`config.mk`:
```
export PLATFORM = sky130hd
export DESIGN_NAME = pre_ctrl
export DESIGN_NICKNAME = d
export VERILOG_FILES = /design/src/rtl/pre_ctrl_pkg.sv /design/src/rtl/pre_upd_fifo.sv /design/src/rtl/pre_ctrl.sv
export SDC_FILE = /design/constraint.sdc
export NUM_CORES = 1
export LEC_CHECK = 0
export CORE_UTILIZATION = 48
export DETAILED_ROUTE_END_ITERATION = 8
export PLACE_DENSITY = 0.82
export SYNTH_ARGS = -nofsm -noshare
export SYNTH_HDL_FRONTEND = slang
export SYNTH_SLANG_ARGS = --single-unit
export TNS_END_PERCENT = 20
```
`constraint.sdc`:
```
create_clock -name clk -period 3.3 [get_ports clk]
set_clock_uncertainty 0.15 [all_clocks]
set_input_delay 0.66 -clock clk [delete_from_list [all_inputs] [get_ports clk]]
set_output_delay 0.66 -clock clk [all_outputs]
set_load 0.05 [all_outputs]
```
`src/rtl/pre_ctrl_pkg.sv`:
```
// Shared definitions for the branch predictor maintenance/update sequencer.
package pre_ctrl_pkg;

  localparam int PRE_ADDR_LEN   = 32;
  localparam int PRE_INDEX_BITS = 7;
  localparam int PRE_TAG_BITS   = 8;
  localparam int PRE_FIFO_DEPTH = 4;

  // The predictor applies this pattern whenever upd_init is high:
  // the tag MSB is set (never matches a real lookup) and the history is weakly taken.
  localparam logic       PRE_INIT_TAG_MSB = 1'b1;
  localparam logic [1:0] PRE_INIT_HIST    = 2'b10;

  typedef enum logic {
    PRE_INIT = 1'b0,
    PRE_RUN  = 1'b1
  } pre_state_e;

endpackage

```
`src/rtl/pre_upd_fifo.sv`:
```
// Small synchronous FIFO holding resolved-branch updates for the predictor write port.
module pre_upd_fifo #(
  parameter int WIDTH = 8,
  parameter int DEPTH = 4
) (
  input  logic             clk,
  input  logic             rst,
  input  logic             push,
  input  logic             pop,
  input  logic [WIDTH-1:0] din,
  output logic [WIDTH-1:0] dout,
  output logic             full,
  output logic             empty
);

  localparam int AW = $clog2(DEPTH);
  localparam logic [AW:0] PTR_ONE = {{AW{1'b0}}, 1'b1};

  logic [WIDTH-1:0] mem [DEPTH];
  logic [AW:0]      wr_ptr;
  logic [AW:0]      rd_ptr;
  logic             do_push;
  logic             do_pop;

  // Pointers carry one extra wrap bit so full and empty are distinguishable.
  assign empty   = (wr_ptr == rd_ptr);
  assign full    = (wr_ptr[AW] != rd_ptr[AW]) && (wr_ptr[AW-1:0] == rd_ptr[AW-1:0]);
  assign dout    = mem[rd_ptr[AW-1:0]];
  assign do_push = push && (!full || pop);
  assign do_pop  = pop && !empty;

  // Advance pointers; a simultaneous push and pop on a full FIFO is legal.
  always_ff @(posedge clk or posedge rst) begin
    if (rst) begin
      wr_ptr <= '0;
      rd_ptr <= '0;
    end else begin
      if (do_push) wr_ptr <= wr_ptr + PTR_ONE;
      if (do_pop)  rd_ptr <= rd_ptr + PTR_ONE;
    end
  end

  // Storage needs no reset: an entry is only read after it has been written.
  always_ff @(posedge clk) begin
    if (do_push) mem[wr_ptr[AW-1:0]] <= din;
  end

endmodule

```
`src/rtl/pre_ctrl.sv`:
```
// Predictor maintenance sequencer: init sweep after reset, then queued EX updates,
// plus a registered one-cycle mispredict flush/redirect towards IF.
import pre_ctrl_pkg::*;

module pre_ctrl #(
  parameter int ADDR_LEN   = PRE_ADDR_LEN,
  parameter int INDEX_BITS = PRE_INDEX_BITS,
  parameter int TAG_BITS   = PRE_TAG_BITS,
  parameter int FIFO_DEPTH = PRE_FIFO_DEPTH
) (
  input  logic                  clk,
  input  logic                  rst,
  input  logic                  rdy,
  input  logic                  ex_jump,
  input  logic                  ex_jump_plus,
  input  logic [ADDR_LEN-1:0]   pc_ex,
  input  logic [ADDR_LEN-1:0]   ex_jump_target,
  input  logic                  ex_pred_jump,
  input  logic [ADDR_LEN-1:0]   ex_pred_target,
  output logic                  pre_busy,
  output logic                  upd_we,
  output logic                  upd_init,
  output logic [INDEX_BITS-1:0] upd_index,
  output logic [TAG_BITS-1:0]   upd_tag,
  output logic                  upd_taken,
  output logic [ADDR_LEN-1:0]   upd_target,
  output logic                  flush,
  output logic [ADDR_LEN-1:0]   redirect_pc,
  output logic [15:0]           drop_cnt
);

  localparam int ENTRY_W = INDEX_BITS + TAG_BITS + 1 + ADDR_LEN;
  localparam logic [INDEX_BITS-1:0] IDX_ONE  = {{(INDEX_BITS-1){1'b0}}, 1'b1};
  localparam logic [INDEX_BITS-1:0] IDX_LAST = '1;
  localparam logic [ADDR_LEN-1:0]   PC_STEP  = {{(ADDR_LEN-3){1'b0}}, 3'b100};
  localparam logic [15:0]           DROP_MAX = 16'hFFFF;
  localparam logic [15:0]           DROP_ONE = 16'd1;

  // Handshake: upd_we is the write valid; the predictor write port is always ready,
  // so every cycle with upd_we = 1 is one accepted write. rdy = 0 freezes the whole
  // block: no write, no push, no pop, and every register holds.

  pre_state_e            state;
  logic [INDEX_BITS-1:0] init_idx;
  logic                  push;
  logic                  pop;
  logic                  drop;
  logic                  full;
  logic                  empty;
  logic                  mis;
  logic [ENTRY_W-1:0]    push_entry;
  logic [ENTRY_W-1:0]    head;
  logic [INDEX_BITS-1:0] head_index;
  logic [TAG_BITS-1:0]   head_tag;
  logic                  head_taken;
  logic [ADDR_LEN-1:0]   head_target;

  assign push_entry = {pc_ex[INDEX_BITS+1:2],
                       pc_ex[INDEX_BITS+TAG_BITS+1:INDEX_BITS+2],
                       ex_jump_plus, ex_jump_target};
  assign {head_index, head_tag, head_taken, head_target} = head;

  assign pop  = rdy && (state == PRE_RUN) && !empty;
  assign push = rdy && ex_jump && (!full || pop);
  assign drop = rdy && ex_jump && full && !pop;
  assign mis  = (ex_pred_jump != ex_jump_plus) ||
                (ex_jump_plus && (ex_pred_target != ex_jump_target));

  assign pre_busy = (state == PRE_INIT);

  pre_upd_fifo #(
    .WIDTH (ENTRY_W),
    .DEPTH (FIFO_DEPTH)
  ) u_fifo (
    .clk   (clk),
    .rst   (rst),
    .push  (push),
    .pop   (pop),
    .din   (push_entry),
    .dout  (head),
    .full  (full),
    .empty (empty)
  );

  // State machine and sweep counter: one index per ready cycle, then RUN forever.
  always_ff @(posedge clk or posedge rst) begin
    if (rst) begin
      state    <= PRE_INIT;
      init_idx <= '0;
    end else if (rdy && state == PRE_INIT) begin
      init_idx <= init_idx + IDX_ONE;
      if (init_idx == IDX_LAST) state <= PRE_RUN;
    end
  end

  // Write port: sweep pattern during INIT, FIFO head during RUN; silent under reset.
  always_comb begin
    upd_we     = 1'b0;
    upd_init   = 1'b0;
    upd_index  = '0;
    upd_tag    = '0;
    upd_taken  = 1'b0;
    upd_target = '0;
    if (!rst && rdy) begin
      if (state == PRE_INIT) begin
        upd_we    = 1'b1;
        upd_init  = 1'b1;
        upd_index = init_idx;
      end else if (!empty) begin
        upd_we     = 1'b1;
        upd_index  = head_index;
        upd_tag    = head_tag;
        upd_taken  = head_taken;
        upd_target = head_target;
      end
    end
  end

  // Mispredict flush is raised for every resolved branch, even one the FIFO drops.
  always_ff @(posedge clk or posedge rst) begin
    if (rst) begin
      flush       <= 1'b0;
      redirect_pc <= '0;
    end else if (rdy) begin
      flush <= ex_jump && mis;
      if (ex_jump) redirect_pc <= ex_jump_plus ? ex_jump_target : pc_ex + PC_STEP;
    end
  end

  // Saturating count of events lost to a full queue.
  always_ff @(posedge clk or posedge rst) begin
    if (rst) begin
      drop_cnt <= '0;
    end else if (drop && drop_cnt != DROP_MAX) begin
      drop_cnt <= drop_cnt + DROP_ONE;
    end
  end

endmodule
```
==> results.md <==
- Post-synth top area share: 0.519
- Data arrival time of the worst path: 2310 ps
- Final count of pins violating max slew: 0
- Yosys Warn Count: 0
- Max VDD drop: 365 uV
- Hold/Removal Path Class: reg -> reg
- Drt first pass iters: 4
- Core Footprint: 22600 um2
- CTS tree: done
- Run status: completed
- Number of global-route vias before repair: 7260
- Unrepaired setup endpoints after global routing: no
- Fraction of the yosys area taken by sequential cells: 0.661
- Max Fclk: 321 MHz
- Total vias in the final route: 7137
- Synthesized instance count: 720
- Fill cell total of the finished layout: 1536
- Count of routing violations after the opening detailed-route iteration: 451
- Post-synthesis average cell area: 15.4 um2
- Type of the worst setup path: reg -> out
- Final nets: 1060
- Deepest level of the CTS H-tree: 1
- Total routing usage reported by global routing: 0.241
- Maximum number of pins on one net before global-route repair: 51
- Clock transition at the registers of the reported paths: 70 ps
- Overall die height: 154 um
- Number of distinct library cells after synthesis: 40
- Post-route ant nets: 0
- Transition time at the pin with the least slew margin: 668 ps
- Normalized max-slew margin: 0.555
- Wire length of the first global-routing pass: 42900 um
- Netlist Area Pre-Place: 11100 um2
- Power density relative to cell area: 553 nW/um2
- Area enclosed by the die boundary: 23800 um2
- Prevailing post-synth register cell: edfxtp_1
- Die X-Extent: 154 um
- Hold-fix buffers at CTS: 0
- Post-detailed-route DRC marker count: 0
- Design Power: 8260 uW
- Number of max-cap violations: 0
- Sinks on the clock net: 255
- Most used standard cells in the synthesized netlist: edfxtp_1 (192), dfrtp_1 (63), xor2_1 (51)
- Category of the worst setup path launch point: flip-flop
- Nature of the critical path endpoint: output pin
- Aggregate global routing overflow: 0
- Final GP Congestion: 0.819
- Clock latency on the worst-skew pair: 520 ps
- Top area cells in the synthesized netlist: edfxtp_1 (52%), dfrtp_1 (14%), mux4_2 (9.7%)
- Top cell type by total area after synthesis: edfxtp_1
- Worst endpoint required time: 2490 ps
- P&R area growth vs syn: 34.5%
- Number of hold violations in the final report: 0
- Core Util, Final: 0.660
- Cell row count: 55
- Fraction of layout cells with a size suffix above 1: 0.200
- Number of antenna violations at the first check in global routing: 2
- Number of flops mapped to enable cells by yosys: 192
- Post-synthesis sequential element count: 255
- Setup Total Neg Slack: 0 ps
- Final critical-path share of the clock period: 0.945
- Pleak: 0.00539 uW
- Number of vias per cell: 5.69
- Minimum period implied by the final worst setup slack: 3120 ps
- Max FO, Critical Path: 37
- Number of setup violations in the final report: 0
- Most frequently used cell type in the post-synthesis netlist: edfxtp_1
- Detailed-placement wirelength estimate: 19000 um
- Proportion of synthesized flip-flops having asynchronous set or reset: 0.247
- Clock Tree Root: clkbuf_16
- Starting Density: 0.491
- Count of input and output buffers: 201
- Boundary pin count: 202
- Cts bufs inserted: 25
- Max Root-Sink Buffers: 3
- Total nets after synthesis: 830
- Total Wirelength: 28000 um
- WL per Instance: 22.3 um
-- power breakdown --
part,internal (uW),switching (uW),total [uW]
Combinational,566,874,1440
Clock,1620,1160,2790
Sequential,3850,177,4030
-- cell type report --
class / count / area [um2] / share of cell area
sequential: 255 / 7350 / 0.492
multi-input combinational: 425 / 3660 / 0.245
timing repair buffer: 235 / 2750 / 0.184
clock buffer: 30 / 644 / 0.0431
tap: 285 / 357 / 0.0239
clock inverter: 15 / 148 / 0.00988
inverter: 8 / 33.8 / 0.00226
antenna: 1 / 2.50 / 0.000167
-- critical path, cell delays in order (launching register included) --
cell and delay (ps):
dfrtp_4 450, buf_12 310, mux4_2 570, a22o_4 270, buf_4 190
-- registers in the layout, indices dropped and copies added, names as in the netlist --
register       count
u_fifo.mem       192
drop_cnt          16
state              1
init_idx           7
u_fifo.wr_ptr      3
flush              1
u_fifo.rd_ptr      3
redirect_pc       32
-- layout by cell type, fill, tap and decap left out, drive strengths merged, types with 22 or more instances in the layout --
cell | netlist | layout
clkbuf | 19 | 30
nand2 | 35 | 35
edfxtp | 192 | 192
clkdlybuf4s50 | 0 | 150
xnor2 | 34 | 34
o21ai | 24 | 24
mux4 | 48 | 48
buf | 13 | 85
dfrtp | 63 | 63
a21oi | 30 | 30
and2 | 50 | 50
nand4 | 22 | 22
xor2 | 51 | 51
nor2 | 32 | 32
-- through the flow --
stage / hold WS [ps] / setup WS (ps) / cells / instance area [um2]
2_1_floorplan: 310 / 0.609 / 720 / 11200
3_3_place_gp: 311 / 312 / 1208 / 14100
3_5_place_dp: 321 / 256 / 1208 / 14100
4_1_cts: 334 / 16.8 / 1253 / 14900
5_1_grt: 350 / 100 / 1254 / 14900
6_report: 328 / 182 / 1254 / 14900
-- logic make-up after synthesis --
| group | Yosys count | share of synthesized area |
|---|---|---|
| flops | 255 | 0.661 |
| mux | 59 | 0.108 |
| buf+inv | 40 | 0.0151 |
| fa+ha+maj | 8 | 0.00901 |
| compound gates | 76 | 0.0379 |
| xor+xnor | 85 | 0.0670 |
| simple gates | 197 | 0.103 |
-- routing by layer --
layer  wire, um  global-route usage  part of all wire  up-vias
met2      13400               0.385              0.48      302
met1      11700               0.335              0.42     3584
met3       1950              0.0423             0.070       62
li1           -                   -                 -     3187
met5         16                   0           0.00057        -
met4        931              0.0867             0.033        2
-- worst paths after layout --
check / from / to / slack, ps / cells past startpoint
min in group asynchronous: rst / init_idx[0] / 520 / 3
max in group asynchronous: rst / u_fifo.rd_ptr[0] / 1810 / 3
min: redirect_pc[6] / redirect_pc[6] / 330 / 2
max reg2reg: u_fifo.rd_ptr[0] / u_fifo.mem[0][15] / 770 / 5
max: u_fifo.rd_ptr[0] / upd_index[5] / 180 / 4
min reg2reg: redirect_pc[6] / redirect_pc[6] / 330 / 2
-- what timing repair did --
| item | in CTS | in global routing |
|---|---|---|
| setup endpoints to repair | 0 | 22 |
| buffers inserted | 0 | 0 |
| gates resized for setup | 0 | 2 |
| endpoints found under the hold margin | 0 | 0 |
Note: power is estimated with default switching activity, not from simulation.
